**config.mk**
```make
export PLATFORM = sky130hd
export DESIGN_NAME = instr_fetch_unit
export DESIGN_NICKNAME = d
export VERILOG_FILES = /design/src/rtl/instr_fetch_unit.sv
export SDC_FILE = /design/constraint.sdc
export NUM_CORES = 1
export LEC_CHECK = 0
export CAP_MARGIN = 20
export CORE_UTILIZATION = 46
export CTS_BUF_LIST = sky130_fd_sc_hd__clkbuf_8
export DETAILED_ROUTE_END_ITERATION = 10
export PLACE_DENSITY = 0.84
export SYNTH_ARGS = -nofsm -noshare
export SYNTH_HDL_FRONTEND = slang
export SYNTH_SLANG_ARGS = --single-unit
```
**constraint.sdc**
```tcl
create_clock -name Clock -period 4.05 [get_ports Clock]
set_input_delay 0.6075 -clock Clock [delete_from_list [all_inputs] [get_ports Clock]]
set_output_delay 0.6075 -clock Clock [all_outputs]
set_load 0.005 [all_outputs]
```
**src/rtl/instr_fetch_unit.sv**
```systemverilog
// Instruction fetch front end: owns the PC, fetches words over a req/ack port into
// a small queue and presents them to decode over valid/ready; handles redirects and HALT.
module instr_fetch_unit #(
  parameter int          DEPTH    = 2,
  parameter logic [15:0] RESET_PC = 16'h0000,
  parameter logic [3:0]  HALT_OP  = 4'b1111
) (
  input  logic        Clock,
  input  logic        Reset,
  output logic        ImemReq,
  output logic [15:0] ImemAddr,
  input  logic        ImemAck,
  input  logic [15:0] ImemData,
  output logic        InstrValid,
  input  logic        InstrReady,
  output logic [15:0] Instr,
  output logic [3:0]  Opcode,
  output logic [15:0] InstrPC,
  input  logic        BranchTaken,
  input  logic [15:0] BranchTarget,
  output logic        Halted
);

  localparam int PTR_W = (DEPTH > 1) ? $clog2(DEPTH) : 1;
  localparam int CNT_W = $clog2(DEPTH + 1);
  localparam logic [PTR_W-1:0] PTR_LAST = PTR_W'(DEPTH - 1);
  localparam logic [CNT_W-1:0] CNT_FULL = CNT_W'(DEPTH);

  typedef enum logic [1:0] {S_IDLE, S_WAIT, S_DRAIN, S_HALT} fetchState_t;

  fetchState_t      state, nextState;
  logic [15:0]      pc, pcNext;
  logic [15:0]      qInstr [DEPTH];
  logic [15:0]      qPC    [DEPTH];
  logic [PTR_W-1:0] head, tail;
  logic [CNT_W-1:0] count;
  logic             notEmpty, push, pop;

  function automatic logic [PTR_W-1:0] ptrInc(input logic [PTR_W-1:0] p);
    return (p == PTR_LAST) ? '0 : p + 1'b1;
  endfunction

  assign notEmpty = (count != '0);
  // A redirect kills both the ack in flight and any pop this cycle.
  assign push     = (state == S_WAIT) && ImemAck && !BranchTaken;
  assign pop      = notEmpty && InstrReady && !BranchTaken;

  // NOTE: always_comb gives every output a default first so no path leaves a latch.
  always_comb begin
    nextState = state;
    pcNext    = pc;
    unique case (state)
      S_IDLE: begin
        if (!BranchTaken && (count < CNT_FULL)) nextState = S_WAIT;
      end
      S_WAIT: begin
        if (ImemAck) begin
          nextState = (push && (ImemData[15:12] == HALT_OP)) ? S_HALT : S_IDLE;
        end else if (BranchTaken) begin
          nextState = S_DRAIN;
        end
      end
      S_DRAIN: begin
        if (ImemAck) nextState = S_IDLE;
      end
      S_HALT: begin
        if (BranchTaken) nextState = S_IDLE;
      end
      default: nextState = S_IDLE;
    endcase
    if (BranchTaken) pcNext = {BranchTarget[15:1], 1'b0};
    else if (push)   pcNext = pc + 16'd2;
  end

  // NOTE: sequential state uses non-blocking assignments so every register samples pre-edge values.
  always_ff @(posedge Clock or posedge Reset) begin
    if (Reset) begin
      state <= S_IDLE;
      pc    <= RESET_PC;
      head  <= '0;
      tail  <= '0;
      count <= '0;
    end else begin
      state <= nextState;
      pc    <= pcNext;
      if (BranchTaken) begin
        head  <= '0;
        tail  <= '0;
        count <= '0;
      end else begin
        if (push) tail <= ptrInc(tail);
        if (pop)  head <= ptrInc(head);
        unique case ({push, pop})
          2'b10:   count <= count + CNT_W'(1);
          2'b01:   count <= count - CNT_W'(1);
          default: count <= count;
        endcase
      end
    end
  end

  // NOTE: queue storage has no reset; the outputs are gated by notEmpty, so stale contents never escape.
  always_ff @(posedge Clock) begin
    if (push) begin
      qInstr[tail] <= ImemData;
      qPC[tail]    <= pc;
    end
  end

  assign ImemReq    = (state == S_WAIT);
  assign ImemAddr   = pc;
  assign InstrValid = notEmpty;
  assign Instr      = notEmpty ? qInstr[head] : '0;
  assign InstrPC    = notEmpty ? qPC[head] : '0;
  assign Opcode     = Instr[15:12];
  assign Halted     = (state == S_HALT);

endmodule

```
==> impl_metrics.yaml <==
cts:
  clkTransAtPathRegs_ns: 0.08
  cts_resized: 0
  post_cts_buffers: 0
  cts_root_buffer: "clkbuf_8"
  clock_sinks: 83
  cts_max_level: 3
  cts_inserted_buffers: 9
  hold_buffers: 0
  cts_buffer_depth: 2
  clk_latency_ns: 0.34
  cts_tree: "built"
placed_design:
  dp_cells: 452
  port_buffers: 88
  finalWeightedCongestion: 0.750
  dpl.hpwl_um: 4630
  place_area_um2: 4600
  place_worst_setup_slack_ns: 1.19
floorplan:
  core_um2: 7690
  initial_core_util_pct: 47.2
  ios: 92
  die_y_um: 90.8
  fp.dieArea_um2: 8240
  die_w_um: 90.8
  std_cell_rows: 32
min_path:
  hp-class: "flip-flop to flip-flop"
logic_synthesis:
  postSynthCellCount: 275
  synth.cell_area_um2: 3620
  yosysTopAreaCell: "edfxtp_1"
  synth-edff-count: 62
  synth-seq-cells: 83
  ys_seq_area_share_pct: 65.9
  avgSynthCellArea_um2: 13.2
  ys_types: 38
  ys_top_cells_by_area: "edfxtp_1 51%, dfrtp_1 14%, mux2i_1 9.4%, nor2_1 4.6%, nand2_1 2.3%"
  ys.flop_type: "edfxtp_1"
  synthArstFlopShare_pct: 25.3
  synth_top_area_share_pct: 51.4
  synth-warning-count: 0
power:
  switchingPower_uw: 435
  clkPwrFrac_pct: 29.0
  max-vdd-ir-drop_uv: 193
  total_power_mw: 1.75
  p_per_area_nw_per_um2: 367
  power.share.sequential_pct: 57.7
  comb_power_share_pct: 13.3
  internal_power_mw: 1.31
  p_leak_nw: 1.64
  switching_share_pct: 24.9
run:
  max_cap_viol_count: 0
finish:
  fin_area_um2: 4770
  final_util_pct: 62.0
  nNetsFinal: 399
  n_antenna_cell: 0
  layout-drive-gt1-share_pct: 9.02
  synthToLayoutAreaGrowth_pct: 31.5
  fin_cells: 468
worst_setup_path:
  crit_family: "flip-flops"
  required_ns: 3.44
  cp-end-kind: "output pin"
  crit_chain: "mux2i_1 -> nor2_1 -> clkdlybuf4s50_1"
  worstPathMaxFanout: 32
  critical_path_class: "flip-flop to output pin"
  arrival_ns: 2.19
  cp-start-kind: "flip-flop"
  max_stage_delay_ns: 0.99
  worst-path-buf-inv: 1
  cp_slowest_cell: "dfrtp_2"
grt:
  grt_max_degree: 42
  grt_usage_pct: 17.9
  overflow: 0
  antenna_found_initial: 0
  grt_pass1_wl_um: 11200
  grt_pass1_vias: 2297
detailed_routing:
  vias: 2389
  drt_iter0_drc: 112
  drc: 0
  wl_um: 7100
  wire_per_inst_um: 15.2
  drtAntennaViolNets: 0
  first_pass_iters: 4
  via_per_inst: 5.10
timing:
  tightest_slew_ns: 0.960
  setup_violations: 0
  fin_skew_ns: 0.0104
  period_minus_slack_ns: 2.80
  worst_slack_ns: 1.25
  slew_headroom_pct: 36.0
  slew_violations: 0
  period_share_pct: 69.1
  max_freq_mhz: 357
  tns_ns: 0
  rsz0062_at_grt: "no"
  fin_hold_ws_ns: 0.563
  hold_violations: 0
outcome:
  status: "complete, no violations"
[power by group through the flow]
stage	clock [mW]	combinational, mW	sequential (mW)
floorplan	0	0.115	1.01
global placement	0	0.226	1.02
detailed placement	0	0.232	1.03
CTS	0.520	0.234	1.01
global route	0.556	0.251	1.02
finish	0.507	0.232	1.01
[layer usage]
layer / routed length [um] / vias to the layer above / track usage (%)
li1: - / 1144 / -
met1: 3150 / 1158 / 22.3
met2: 3500 / 75 / 30.1
met3: 309 / 12 / 3.54
met4: 144 / 0 / 8.47
met5: 0 / - / 0
[path summary, 6_finish.rpt]
kind,from,endpoint,slack (ns),cells past startpoint
hold reg to reg,ImemAddr[13],qPC[0][13],0.56,0
setup reg to reg,state[1],qInstr[1][3],1.92,3
max in group asynchronous,Reset,head,2.72,2
setup / recovery,head,Opcode[2],1.25,3
hold / removal,ImemAddr[13],qPC[0][13],0.56,0
min in group asynchronous,Reset,ImemAddr[7],0.74,2
[cell families (layout without fill, tap and decap cells)]
kind of cell | Yosys count | after routing | synth area share, %
mux | 35 | 35 | 9.70
buf+inv | 26 | 116 | 3.49
flops | 83 | 83 | 65.9
xor+xnor | 14 | 14 | 3.38
fa+ha+maj | 1 | 1 | 0.345
simple gates | 96 | 96 | 13.7
compound gates | 19 | 19 | 3.45
other cells | 1 | 2 | 0.103
[state kept, by name (all words and copies together), names as in the netlist]
register  count
ImemAddr     15
state         2
tail          1
count         2
head          1
qInstr       32
qPC          30
[synthesized netlist by cell type (all sizes together) (3+ instances only)]
| cell type | count |
|---|---|
| nor2 | 44 |
| edfxtp | 62 |
| clkbuf | 8 |
| nand3 | 8 |
| dfrtp | 21 |
| xnor2 | 9 |
| mux2i | 34 |
| inv | 7 |
| xor2 | 5 |
| nor3 | 6 |
| nor3b | 3 |
| o21ai | 12 |
| buf | 11 |
| nand4 | 5 |
| nand2 | 22 |
[placed cells by master, fill, tap and decap left out, types with 3 or more instances in the layout]
cell and instances:
xor2_1 5, clkbuf_8 9, o21ai_0 6, mux2i_1 34, o21ai_1 5, edfxtp_1 62, nor3_1 4, inv_1 7
buf_4 4, nand4_1 3, dfrtp_1 20, clkinvlp_4 3, nor2_1 43, nand2_1 22, nand3_1 8, xnor2_1 9
clkdlybuf4s50_1 88
[cell type report]
| cell class | instances | area (um^2) |
|---|---|---|
| tap | 102 | 128 |
| clock buffer | 9 | 124 |
| multi-input combinational | 167 | 1130 |
| fill | 629 | 2920 |
| timing repair buffer | 93 | 931 |
| sequential | 83 | 2390 |
| clock inverter | 7 | 43.8 |
| inverter | 7 | 26.3 |
Note: power is estimated with default switching activity, not from simulation.
